**config.mk**
```make
export PLATFORM = sky130hd
export DESIGN_NAME = dmem_arbiter
export DESIGN_NICKNAME = d
export VERILOG_FILES = /design/src/rtl/dmem_arbiter.sv
export SDC_FILE = /design/constraint.sdc
export NUM_CORES = 1
export LEC_CHECK = 0
export BUFFER_PORTS_ARGS = -buffer_cell sky130_fd_sc_hd__buf_2
export CAP_MARGIN = 0
export CORE_AREA = 8 8 110 112
export DETAILED_ROUTE_END_ITERATION = 8
export DIE_AREA = 0 0 118 120
export PLACE_DENSITY_LB_ADDON = 0.05
export SYNTH_ARGS = -nofsm -noshare
export SYNTH_HDL_FRONTEND = slang
export SYNTH_SLANG_ARGS = --single-unit
```
**constraint.sdc**
```tcl
create_clock -name clk -period 5.4 [get_ports clk]
set_input_delay 0.54 -clock clk [delete_from_list [all_inputs] [get_ports clk]]
set_output_delay 0.54 -clock clk [all_outputs]
set_load 0.005 [all_outputs]
```
**src/rtl/dmem_arbiter.sv**
```systemverilog
// Round-robin arbiter sharing one single-ported data memory between the core load/store path and a host port.
// Define DMEM_ARB_STATS_EN to add saturating 16-bit grant/conflict counters.
module dmem_arbiter #(
    parameter int ADDR_W    = 32,
    parameter int DATA_W    = 32,
    parameter int MAX_BURST = 4,
    parameter int HOST_PRIO = 0
) (
    input  logic              clk,
    input  logic              reset,
    input  logic              c_req,
    input  logic              c_we,
    input  logic [ADDR_W-1:0] c_addr,
    input  logic [DATA_W-1:0] c_wdata,
    output logic              c_gnt,
    output logic              c_stall,
    output logic [DATA_W-1:0] c_rdata,
    output logic              c_rvalid,
    input  logic              h_req,
    input  logic              h_we,
    input  logic [ADDR_W-1:0] h_addr,
    input  logic [DATA_W-1:0] h_wdata,
    output logic              h_gnt,
    output logic [DATA_W-1:0] h_rdata,
    output logic              h_rvalid,
    output logic              m_we,
    output logic [ADDR_W-1:0] m_addr,
    output logic [DATA_W-1:0] m_wdata,
    input  logic [DATA_W-1:0] m_rdata,
    output logic [1:0]        owner
`ifdef DMEM_ARB_STATS_EN
    ,
    output logic [15:0]       stat_core_grants,
    output logic [15:0]       stat_host_grants,
    output logic [15:0]       stat_conflicts
`endif
);

    typedef enum logic [1:0] {
        OWN_IDLE = 2'b00,
        OWN_CORE = 2'b01,
        OWN_HOST = 2'b10
    } owner_e;

    localparam int              BW        = $clog2(MAX_BURST + 1);
    localparam logic [BW-1:0]   BURST_MAX = BW'(MAX_BURST);

    owner_e              owner_q, owner_d;
    logic [BW-1:0]       burst_q, burst_d;
    logic                c_gnt_raw, h_gnt_raw;
    logic                c_rvalid_q, h_rvalid_q;
    logic [DATA_W-1:0]   c_rdata_q, h_rdata_q;

    // Grant decision; reset masks the grants so nothing reaches memory in a reset cycle.
    always_comb begin
        c_gnt_raw = 1'b0;
        h_gnt_raw = 1'b0;
        case ({c_req, h_req})
            2'b10: c_gnt_raw = 1'b1;
            2'b01: h_gnt_raw = 1'b1;
            2'b11: begin
                case (owner_q)
                    OWN_IDLE: begin
                        if (HOST_PRIO != 0) h_gnt_raw = 1'b1;
                        else                c_gnt_raw = 1'b1;
                    end
                    OWN_CORE: h_gnt_raw = 1'b1;
                    OWN_HOST: begin
                        if (burst_q < BURST_MAX) h_gnt_raw = 1'b1;
                        else                     c_gnt_raw = 1'b1;
                    end
                    default:  c_gnt_raw = 1'b1;
                endcase
            end
            default: ;
        endcase
        c_gnt = c_gnt_raw & ~reset;
        h_gnt = h_gnt_raw & ~reset;
    end

    always_comb begin
        owner_d = OWN_IDLE;
        burst_d = '0;
        if (h_gnt) begin
            owner_d = OWN_HOST;
            burst_d = (burst_q == BURST_MAX) ? burst_q : burst_q + 1'b1;
        end else if (c_gnt) begin
            owner_d = OWN_CORE;
        end
    end

    assign m_addr  = h_gnt ? h_addr  : c_addr;
    assign m_wdata = h_gnt ? h_wdata : c_wdata;
    assign m_we    = (c_gnt & c_we) | (h_gnt & h_we);
    assign c_stall = c_req & ~c_gnt;

    always_ff @(posedge clk) begin
        if (reset) begin
            owner_q    <= OWN_IDLE;
            burst_q    <= '0;
            c_rvalid_q <= 1'b0;
            h_rvalid_q <= 1'b0;
            c_rdata_q  <= '0;
            h_rdata_q  <= '0;
        end else begin
            owner_q    <= owner_d;
            burst_q    <= burst_d;
            c_rvalid_q <= c_gnt & ~c_we;
            h_rvalid_q <= h_gnt & ~h_we;
            if (c_gnt && !c_we) c_rdata_q <= m_rdata;
            if (h_gnt && !h_we) h_rdata_q <= m_rdata;
        end
    end

    assign owner    = owner_q;
    assign c_rdata  = c_rdata_q;
    assign c_rvalid = c_rvalid_q;
    assign h_rdata  = h_rdata_q;
    assign h_rvalid = h_rvalid_q;

`ifdef DMEM_ARB_STATS_EN
    logic [2:0]        stat_inc;
    logic [2:0][15:0]  stat_q, stat_d;

    assign stat_inc = {c_req & h_req, h_gnt, c_gnt};

    for (genvar gi = 0; gi < 3; gi++) begin : g_stat
        assign stat_d[gi] = (stat_inc[gi] && stat_q[gi] != 16'hFFFF) ? stat_q[gi] + 16'd1 : stat_q[gi];
    end

    always_ff @(posedge clk) begin
        if (reset) stat_q <= '0;
        else       stat_q <= stat_d;
    end

    assign stat_core_grants = stat_q[0];
    assign stat_host_grants = stat_q[1];
    assign stat_conflicts   = stat_q[2];
`endif

endmodule

```
After elaboration in Yosys (flattened, before gate mapping)
Cells that the tools add are included.
- register bits after elaboration: 71
- bits of input ports: 166
- output and inout port bits: 136
- word-level logic and storage cells: 44
- add/subtract/negate cells: 1
- order comparisons: 1
- equal/unequal tests: 6
- multiplexer cells: 10
- bitwise gates (word level): 13
- reductions and logical operators: 6
- operator list (operator ; number):
    2-to-1 mux 32 bit ; 2
    case mux 1 bit (2 select lines) ; 4
    AND 1 bit ; 7
    == test 2 bit (second input constant) ; 3
    inverter 1 bit ; 5
    == test 2 x 1 -> 1 bit (second input constant) ; 2
    OR reduction 2 bit ; 2
    adder 3 x 1 -> 3 bit (second input constant) ; 1
    == test 3 bit (second input constant) ; 1
    less-than comparator 3 bit (second input constant) ; 1
    2-to-1 mux 1 bit ; 3
    logical AND 1 bit ; 2
    logical NOT 1 bit ; 2
    2-to-1 mux 2 bit ; 1
    bitwise OR 1 bit ; 1

Logic depth before layout (Yosys ltp)
Gate-level depths: netlist (run 1).
- word-level depth: 7
- mapped depth: 8
- gate-level depth less buffers: 6

Worst setup path before layout (run 1)
OpenSTA, ideal clock, no wires.
- path kind: flip-flop to output port
- start point: reg owner_q[0] (netlist: owner[0])
- end point: out m_wdata[27]
- data arrival time: 1.702 ns
- data required time: 4.860 ns
- slack: 3.158 ns
- stages on the path, launching flop included: 9
- path buffers: 2
- cell sequence: dfxtp_1 inv_1 ha_1 a21bo_2 a21oi_2 nand2b_1 buf_2 buf_6 mux2_1
- longest elaborated chain between the ends: 5
- elaborated cells on any way between the ends: 6
- those cells by class: 2 x eq/ne; 3 x mux; 1 x bitwise
- ends and longest elaborated chain (item ; RTL line ; RTL):
    start: declaration ; 48 ; owner_e owner_q, owner_d;
    start signal: assignment ; 106 ; owner_q <= owner_d;
    == test 2 bit / == test 2 x 1 -> 1 bit (equally long branches) ; 62 ; case (owner_q)
    case mux 1 bit (2 select lines) (*) ; 62 ;
    case mux 1 bit (2 select lines) (*) ; 58 ; case ({c_req, h_req})
    AND 1 bit (*) ; 78 ; h_gnt = h_gnt_raw & ~reset;
    2-to-1 mux 32 bit (*) ; 93 ; assign m_wdata = h_gnt ? h_wdata : c_wdata;
    end: declaration ; 28 ; output logic [DATA_W-1:0] m_wdata,
Every way passes the cells marked *; elsewhere a longest branch is shown, timed or not.

Worst setup path in the final report (run 1)
- start point: reg owner_q[0] (netlist: owner[0])
- end point: out m_addr[6]
- longest elaborated chain between the ends: 5
- elaborated cells on any way between the ends: 6
- those cells by class: 2 x eq/ne; 3 x mux; 1 x bitwise
- ends and longest elaborated chain (item ; RTL line ; RTL):
    == test 2 bit / == test 2 x 1 -> 1 bit (equally long branches) ; 62 ;
    case mux 1 bit (2 select lines) (*) ; 62 ;
    case mux 1 bit (2 select lines) (*) ; 58 ;
    AND 1 bit (*) ; 78 ;
    2-to-1 mux 32 bit (*) ; 92 ; assign m_addr = h_gnt ? h_addr : c_addr;
    end: declaration ; 27 ; output logic [ADDR_W-1:0] m_addr,
Marks and branches as above.

==> metrics.txt, run 1 <==
# TYPE chip_impl_metric gauge
chip_impl_metric{name="initial_core_util",unit=""} 0.366
chip_impl_metric{name="synth_enable_flop_cells",unit=""} 0
chip_impl_metric{name="synthesis.area_per_instance",unit="um2"} 9.53
chip_impl_metric{name="post_synthesis_cell_count",unit=""} 403
chip_impl_metric{name="cts_sink_count",unit=""} 71
chip_impl_info{name="tritoncts_clock_tree",value="yes"} 1
chip_impl_metric{name="antenna_found_initial",unit=""} 3
chip_impl_metric{name="total_leakage_power",unit="nW"} 2.88
chip_impl_metric{name="post-cts-setup-buffers",unit=""} 0
chip_impl_metric{name="skew",unit="ns"} 0.00851
chip_impl_metric{name="die_w",unit="um"} 118
chip_impl_metric{name="finalCritPeriodShare",unit=""} 0.634
chip_impl_metric{name="drv_cap",unit=""} 0
chip_impl_info{name="clock_tree.root_cell",value="sky130_fd_sc_hd__clkbuf_8"} 1
chip_impl_metric{name="first_iter_violations",unit=""} 250
chip_impl_metric{name="critical_path_peak_fanout",unit=""} 70
chip_impl_metric{name="detailroute.via_count",unit=""} 3914
chip_impl_info{name="setup.worst_path.class",value="reg -> out"} 1
chip_impl_metric{name="synth-async-reset-ratio",unit=""} 0
chip_impl_metric{name="synthesis.area",unit="um2"} 3840
chip_impl_metric{name="dr.pass1.iters",unit=""} 4
chip_impl_metric{name="worst_skew_pair.late_latency",unit="ns"} 0.34
chip_impl_info{name="final_cell_mix",value="sky130_fd_sc_hd__buf_2 (301), sky130_fd_sc_hd__dfxtp_1 (71), sky130_fd_sc_hd__nand2_1 (68)"} 1
chip_impl_metric{name="report.final.hold_viol_count",unit=""} 0
chip_impl_metric{name="clock_period_minus_final_worst_setup_slack",unit="ns"} 3.43
chip_impl_metric{name="layout-area-overhead-vs-synth",unit="%"} 44.0
chip_impl_metric{name="clkPwrFrac",unit=""} 0.326
chip_impl_info{name="type_of_origin_of_the_critical_path",value="flop"} 1
chip_impl_metric{name="clk_transition_reported_paths",unit="ns"} 0.07
chip_impl_metric{name="synth.net_count",unit=""} 573
chip_impl_metric{name="detail_route.drc_violations",unit=""} 0
chip_impl_metric{name="timing.final.setup_violations",unit=""} 0
chip_impl_metric{name="drive_above_1_share",unit=""} 0.566
chip_impl_metric{name="switching_share",unit=""} 0.274
chip_impl_metric{name="yosys.area_share.simple",unit=""} 0.161
chip_impl_metric{name="wire_length_of_the_first_global_routing_pass",unit="um"} 23700
chip_impl_info{name="final_common_cell",value="sky130_fd_sc_hd__buf_2"} 1
chip_impl_metric{name="headroom_to_the_max_slew_limit",unit=""} 0.176
chip_impl_metric{name="synth.mux.area_fraction",unit=""} 0.246
chip_impl_metric{name="die_height",unit="um"} 120
chip_impl_metric{name="synth-xor-area-share",unit=""} 0.00228
chip_impl_metric{name="tightestPinTransition",unit="ns"} 1.24
chip_impl_metric{name="synth.yosys.warnings",unit=""} 0
chip_impl_metric{name="row_count",unit=""} 38
chip_impl_metric{name="net-switching-power",unit="uW"} 346
chip_impl_metric{name="number_of_cts_inserted_buffers",unit=""} 9
chip_impl_metric{name="htree_num_levels",unit=""} 3
chip_impl_metric{name="power.share.sequential",unit=""} 0.440
chip_impl_metric{name="wirelength",unit="um"} 15800
chip_impl_metric{name="first_global_vias",unit=""} 3852
chip_impl_metric{name="worst_ep_required_time",unit="ns"} 4.86
chip_impl_metric{name="via_per_inst",unit=""} 4.72
chip_impl_info{name="dominantRegCellSynth",value="sky130_fd_sc_hd__dfxtp_1"} 1
chip_impl_metric{name="fin_ws",unit="ns"} 1.97
chip_impl_metric{name="cts.repair.resized",unit=""} 0
chip_impl_metric{name="gp_congestion",unit=""} 0.897
chip_impl_info{name="cp-end-kind",value="output port"} 1
chip_impl_metric{name="design.portCount",unit=""} 302
chip_impl_info{name="worst_hold_path_type",value="in -> reg"} 1
chip_impl_metric{name="max_clock_freq",unit="MHz"} 292
chip_impl_metric{name="critical_path_arrival",unit="ns"} 2.89
chip_impl_metric{name="setup-tns-final",unit="ns"} 0
chip_impl_metric{name="vdd_drop_max",unit="V"} 0.000129
chip_impl_metric{name="dp_worst_setup_slack",unit="ns"} 2.33
chip_impl_info{name="outcome",value="finished, final reports clean"} 1
chip_impl_metric{name="finish.net_count",unit=""} 851
chip_impl_metric{name="synth_compound_gate_area_share",unit=""} 0.144
chip_impl_metric{name="design.core.area",unit="um2"} 10500
chip_impl_metric{name="antenna_violation_net_count_after_detailed_routing",unit=""} 0
chip_impl_info{name="rsz_0062_raised_after_global_routing",value="no"} 1
chip_impl_metric{name="number_of_pins_with_negative_max_slew_slack_in_the_final_report",unit=""} 0
chip_impl_metric{name="wl_per_cell",unit="um"} 19.0
chip_impl_metric{name="synth_fa_ha_area_frac",unit=""} 0.0130
chip_impl_metric{name="power.combinational.fraction",unit=""} 0.234
chip_impl_metric{name="ys_seq_elements",unit=""} 71
chip_impl_info{name="largest_family_of_logic_cells_by_synthesized_area",value="multiplexers"} 1
chip_impl_metric{name="synth_seq_area_share",unit=""} 0.370
chip_impl_metric{name="power_density",unit="nW/um2"} 228
chip_impl_metric{name="final.hold.worst_slack",unit="ns"} 0.403
chip_impl_metric{name="dp_hpwl",unit="um"} 12500
chip_impl_metric{name="fp.dieArea",unit="um2"} 14200
chip_impl_metric{name="clock_path_buffers",unit=""} 2
chip_impl_metric{name="io_buffer_count",unit=""} 301
chip_impl_metric{name="globalRouteTotalUtil",unit=""} 0.213
chip_impl_metric{name="grt_start_max_net_pins",unit=""} 71
chip_impl_metric{name="internal_power",unit="uW"} 915
chip_impl_metric{name="synth.lib_cells_used.distinct",unit=""} 26
chip_impl_metric{name="grt-ovfl-total",unit=""} 0
chip_impl_metric{name="cts_hold_fix_bufs",unit=""} 0
==> worst max-delay path, stage by stage, from the launching register on <==
cell	delay, ns
sky130_fd_sc_hd__dfxtp_1	0.35
sky130_fd_sc_hd__inv_1	0.06
sky130_fd_sc_hd__ha_1	0.30
sky130_fd_sc_hd__a21bo_2	0.23
sky130_fd_sc_hd__a21oi_2	0.21
sky130_fd_sc_hd__nand2b_4	0.64
sky130_fd_sc_hd__mux2_4	0.55
sky130_fd_sc_hd__buf_2	0.14
==> final cells by class <==
type,instances,area [um2]
Fill cell,1001,4980
Multi-Input combinational cell,290,2190
Timing Repair Buffer,303,1520
Sequential cell,71,1420
Tap cell,140,175
Clock buffer,9,124
Clock inverter,6,62.6
Inverter,6,22.5
Antenna cell,4,10.0
==> flip-flops by register name, indices dropped and copies added (netlist names) <==
| signal | count |
|---|---|
| c_rvalid | 1 |
| h_rdata | 32 |
| burst_q | 3 |
| h_rvalid | 1 |
| c_rdata | 32 |
| owner | 2 |
==> cell usage after synthesis (all sizes together), types with 4 or more instances <==
cell | count | area [um2]
nand2 | 68 | 255
ha | 4 | 50.1
o21ai | 33 | 165
or3b | 32 | 280
a21oi | 66 | 334
buf | 15 | 144
inv | 6 | 22.5
nor2 | 6 | 22.5
mux2 | 64 | 946
dfxtp | 71 | 1420
clkbuf | 21 | 78.8
==> kinds of logic after synthesis <==
kind of cell             Yosys count
AO/OA/AOI/OAI                    105
AND/OR/NAND/NOR                  116
multiplexers                      64
adder cells (fa/ha/maj)            4
buffers and inverters             42
flip-flops                        71
XOR/XNOR                           1
==> worst paths after layout <==
kind              start         end  slack (ns)  cells past startpoint
max            owner[0]   m_addr[6]        1.97                      7
min                c_we    c_rvalid        0.40                      2
max reg2reg    owner[0]  burst_q[1]        3.10                      6
min reg2reg  h_rdata[3]  h_rdata[3]        0.45                      2
==> layer usage <==
metal	vias to the layer above	global-route usage	wire length [um]
met4	2	0.0576	174
met1	1775	0.241	6320
met2	163	0.365	7810
met3	16	0.0860	1460
li1	1958	-	-
met5	-	0	12
==> power groups by stage <==
stage          Clock (mW)  Combinational [mW]  Sequential (mW)
2_1_floorplan           0               0.148            0.569
3_3_place_gp            0               0.294            0.566
3_5_place_dp            0               0.297            0.567
4_1_cts             0.425               0.299            0.555
5_1_grt             0.452               0.319            0.558
6_report            0.411               0.295            0.555
==> per-stage QoR <==
stage	std cells	power, mW	instance area (um2)	utilization
final	829	1.26	5530	0.526
after global routing	827	1.33	5530	0.526
after CTS	825	1.28	5520	0.525
after detailed placement	810	0.865	5340	0.508
after global placement	810	0.861	5340	0.508
after floorplan	403	0.717	3840	-
Note: power is estimated with default switching activity, not from simulation.
==> run 2: changes to the inputs <==
--- a/config.mk
+++ b/config.mk
@@ -7,9 +7,9 @@
 export LEC_CHECK = 0
 export BUFFER_PORTS_ARGS = -buffer_cell sky130_fd_sc_hd__buf_2
 export CAP_MARGIN = 0
-export CORE_AREA = 8 8 110 112
+export CORE_MARGIN = 8
+export CORE_UTILIZATION = 36
 export DETAILED_ROUTE_END_ITERATION = 8
-export DIE_AREA = 0 0 118 120
 export PLACE_DENSITY_LB_ADDON = 0.05
 export SYNTH_ARGS = -nofsm -noshare
 export SYNTH_HDL_FRONTEND = slang
==> constraint.sdc (replaced) <==
create_clock -name clk -period 3.1 [get_ports clk]
set_input_delay 0.31 -clock clk [delete_from_list [all_inputs] [get_ports clk]]
set_output_delay 0.31 -clock clk [all_outputs]
set_load 0.005 [all_outputs]
==> run 2 against run 1 <==
Wire length rose by 1.8%. Die area rose by 0.53%. Combinational power rose by 73%. Cell count fell by 0.60%. Sequential power rose by 74%. Design area rose by 0.34%. Flip-flop and latch count did not move. Core utilization rose by 1.1 points. Via count rose by 1.0%. Critical path type unchanged. First-iteration DRC count fell by 11%. Clock power rose by 92%. Worst hold slack got worse by 0.25 ns.
==> metrics.txt, run 2 (same netlist as run 1, synthesis figures left out) <==
# TYPE chip_impl_metric gauge
chip_impl_metric{name="cp_slowest_stage_delay",unit="ns"} 0.60
chip_impl_metric{name="timing.final.setup_violations",unit=""} 0
chip_impl_info{name="rsz_0062_raised_after_global_routing",value="no"} 1
chip_impl_metric{name="vdd_drop_max",unit="V"} 0.000285
chip_impl_metric{name="row_count",unit=""} 37
chip_impl_metric{name="cts_hold_fix_bufs",unit=""} 0
chip_impl_metric{name="number_of_cts_inserted_buffers",unit=""} 9
chip_impl_metric{name="post-place-cells",unit=""} 808
chip_impl_metric{name="net-switching-power",unit="uW"} 586
chip_impl_metric{name="post-cts-setup-buffers",unit=""} 0
chip_impl_metric{name="io_buffer_count",unit=""} 301
chip_impl_metric{name="initial_core_util",unit=""} 0.372
chip_impl_metric{name="first_iter_violations",unit=""} 223
chip_impl_info{name="final_common_cell",value="sky130_fd_sc_hd__buf_2"} 1
chip_impl_metric{name="post_layout_nonfiller_instances",unit=""} 824
chip_impl_info{name="final_cell_mix",value="sky130_fd_sc_hd__buf_2 (301), sky130_fd_sc_hd__dfxtp_1 (71), sky130_fd_sc_hd__nand2_1 (68)"} 1
chip_impl_metric{name="cts_sink_count",unit=""} 71
chip_impl_metric{name="postPlaceCellArea",unit="um2"} 5350
chip_impl_metric{name="wirelength",unit="um"} 16100
chip_impl_metric{name="die_w",unit="um"} 119
chip_impl_metric{name="gp_congestion",unit=""} 0.927
chip_impl_metric{name="layout-area-overhead-vs-synth",unit="%"} 44.4
chip_impl_metric{name="die_height",unit="um"} 119
chip_impl_metric{name="first_global_vias",unit=""} 3985
chip_impl_metric{name="clock_path_buffers",unit=""} 2
chip_impl_metric{name="antenna_violation_net_count_after_detailed_routing",unit=""} 0
chip_impl_metric{name="clock_period_minus_final_worst_setup_slack",unit="ns"} 2.89
chip_impl_metric{name="number_of_pins_with_negative_max_slew_slack_in_the_final_report",unit=""} 0
chip_impl_info{name="critical-path-top-delay-family",value="buffers and inverters"} 1
chip_impl_metric{name="antenna_found_initial",unit=""} 3
chip_impl_metric{name="tightestPinTransition",unit="ns"} 1.15
chip_impl_metric{name="internal_power",unit="mW"} 1.68
chip_impl_metric{name="setup-tns-final",unit="ns"} 0
chip_impl_metric{name="fillers",unit=""} 994
chip_impl_metric{name="clkPwrFrac",unit=""} 0.348
chip_impl_metric{name="max_clock_freq",unit="MHz"} 346
chip_impl_info{name="outcome",value="finished, final reports clean"} 1
chip_impl_metric{name="switching_share",unit=""} 0.259
chip_impl_metric{name="design.portCount",unit=""} 302
chip_impl_metric{name="final_cell_area",unit="um2"} 5550
chip_impl_metric{name="grt_start_max_net_pins",unit=""} 70
chip_impl_metric{name="detail_route.drc_violations",unit=""} 0
chip_impl_metric{name="globalRouteTotalUtil",unit=""} 0.212
chip_impl_metric{name="dr.pass1.iters",unit=""} 4
chip_impl_metric{name="htree_num_levels",unit=""} 3
chip_impl_metric{name="total_leakage_power",unit="nW"} 2.91
chip_impl_metric{name="headroom_to_the_max_slew_limit",unit=""} 0.232
chip_impl_info{name="path_cells",value="inv_1, ha_1, and2b_1, a21oi_2, nand2b_4, buf_4, mux2_1, buf_2"} 1
chip_impl_metric{name="postLayoutCoreUtil",unit=""} 0.538
chip_impl_metric{name="wire_length_of_the_first_global_routing_pass",unit="um"} 23700
chip_impl_metric{name="worst_ep_required_time",unit="ns"} 2.79
chip_impl_metric{name="power.share.sequential",unit=""} 0.427
chip_impl_metric{name="fp.dieArea",unit="um2"} 14200
chip_impl_metric{name="drive_above_1_share",unit=""} 0.564
chip_impl_metric{name="critical_path_peak_fanout",unit=""} 44
chip_impl_info{name="worst_hold_path_type",value="in -> reg"} 1
chip_impl_metric{name="critical_path_arrival",unit="ns"} 2.58
chip_impl_metric{name="design.core.area",unit="um2"} 10300
chip_impl_metric{name="power.combinational.fraction",unit=""} 0.225
chip_impl_metric{name="critical_path.n_buffers_inverters",unit=""} 3
chip_impl_metric{name="drv_cap",unit=""} 0
chip_impl_metric{name="dp_hpwl",unit="um"} 12800
chip_impl_metric{name="detailroute.via_count",unit=""} 3953
chip_impl_info{name="tritoncts_clock_tree",value="yes"} 1
chip_impl_info{name="setup.worst_path.class",value="reg -> out"} 1
chip_impl_info{name="type_of_origin_of_the_critical_path",value="flop"} 1
chip_impl_info{name="cp-end-kind",value="output port"} 1
chip_impl_metric{name="finalCritPeriodShare",unit=""} 0.932
chip_impl_metric{name="n_antenna_cell",unit=""} 0
chip_impl_metric{name="skew",unit="ns"} 0.00650
chip_impl_info{name="clock_tree.root_cell",value="sky130_fd_sc_hd__clkbuf_8"} 1
chip_impl_metric{name="wl_per_cell",unit="um"} 19.5
chip_impl_metric{name="clk_transition_reported_paths",unit="ns"} 0.07
chip_impl_metric{name="worst_skew_pair.late_latency",unit="ns"} 0.34
chip_impl_metric{name="cts.repair.resized",unit=""} 0
chip_impl_metric{name="report.final.hold_viol_count",unit=""} 0
chip_impl_metric{name="via_per_inst",unit=""} 4.80
chip_impl_metric{name="grt-ovfl-total",unit=""} 0
chip_impl_metric{name="finish.net_count",unit=""} 853
chip_impl_info{name="timing.critical_path.slowest_stage_cell",value="sky130_fd_sc_hd__buf_4"} 1
chip_impl_metric{name="power_density",unit="nW/um2"} 408
==> run 2: cell count changes in the layout (fill, tap and decap cells not counted) <==
| cell | delta |
|---|---|
| sky130_fd_sc_hd__clkbuf_1 | +3 |
| sky130_fd_sc_hd__clkinvlp_4 | -3 |
| sky130_fd_sc_hd__buf_4 | +2 |
| sky130_fd_sc_hd__bufinv_16 | +1 |
| sky130_fd_sc_hd__diode_2 | -4 |
==> run 2: layout make-up <==
cell class              instances  area [um2]  share of cell area
multi-input cells             290        2190               0.395
repair buffers                305        1540               0.277
flip-flops and latches         71        1420               0.256
well taps                     136         170              0.0307
clock buffers                  12         135              0.0243
clock inverters                 4        70.1              0.0126
inverters                       6        22.5             0.00406
==> run 2: worst reg2reg max path: stages, from the launching register on <==
cell and delay [ns]:
sky130_fd_sc_hd__dfxtp_1 0.35, sky130_fd_sc_hd__inv_1 0.06, sky130_fd_sc_hd__ha_1 0.19, sky130_fd_sc_hd__and2b_1 0.29, sky130_fd_sc_hd__a211o_1 0.92, sky130_fd_sc_hd__nand2_1 0.16
sky130_fd_sc_hd__a21oi_1 0.19
==> run 2: path summary, 6_finish.rpt <==
kind,start,end,slack (ns),depth (start not counted)
worst max register to register,owner[1],h_rdata[2],0.88,6
worst max-delay path,owner[1],m_wdata[28],0.21,8
worst min-delay path,c_we,c_rvalid,0.16,2
worst min register to register,h_rdata[20],h_rdata[20],0.45,2
==> run 2: stage by stage <==
step           worst slack (ns)  power (mW)  hold slack [ns]
6_report                  0.211        2.27            0.156
3_5_place_dp              0.589        1.50            0.443
3_3_place_gp              0.653        1.49            0.441
4_1_cts                   0.190        2.30            0.135
5_1_grt                  0.0550        2.38            0.153
2_1_floorplan              1.09        1.25            0.382
==> run 2: per-layer routing <==
metal  share of wire  routed length (um)  vias up  GRT usage
li1                -                   -     1957          -
met1            0.41                6510     1813      0.235
met2            0.50                8070      157      0.378
met3           0.075                1210       20     0.0661
met4           0.014                 227        6     0.0703
met5          0.0027                  43        -          0
==> run 2: power by group through the flow <==
stage                     Clock [mW]  Combinational, mW  Sequential [mW]
final                          0.788              0.511            0.967
after global placement             0              0.507            0.986
after CTS                      0.811              0.517            0.967
after global routing           0.857              0.552            0.972
after detailed placement           0              0.514            0.988
after floorplan                    0              0.257            0.992
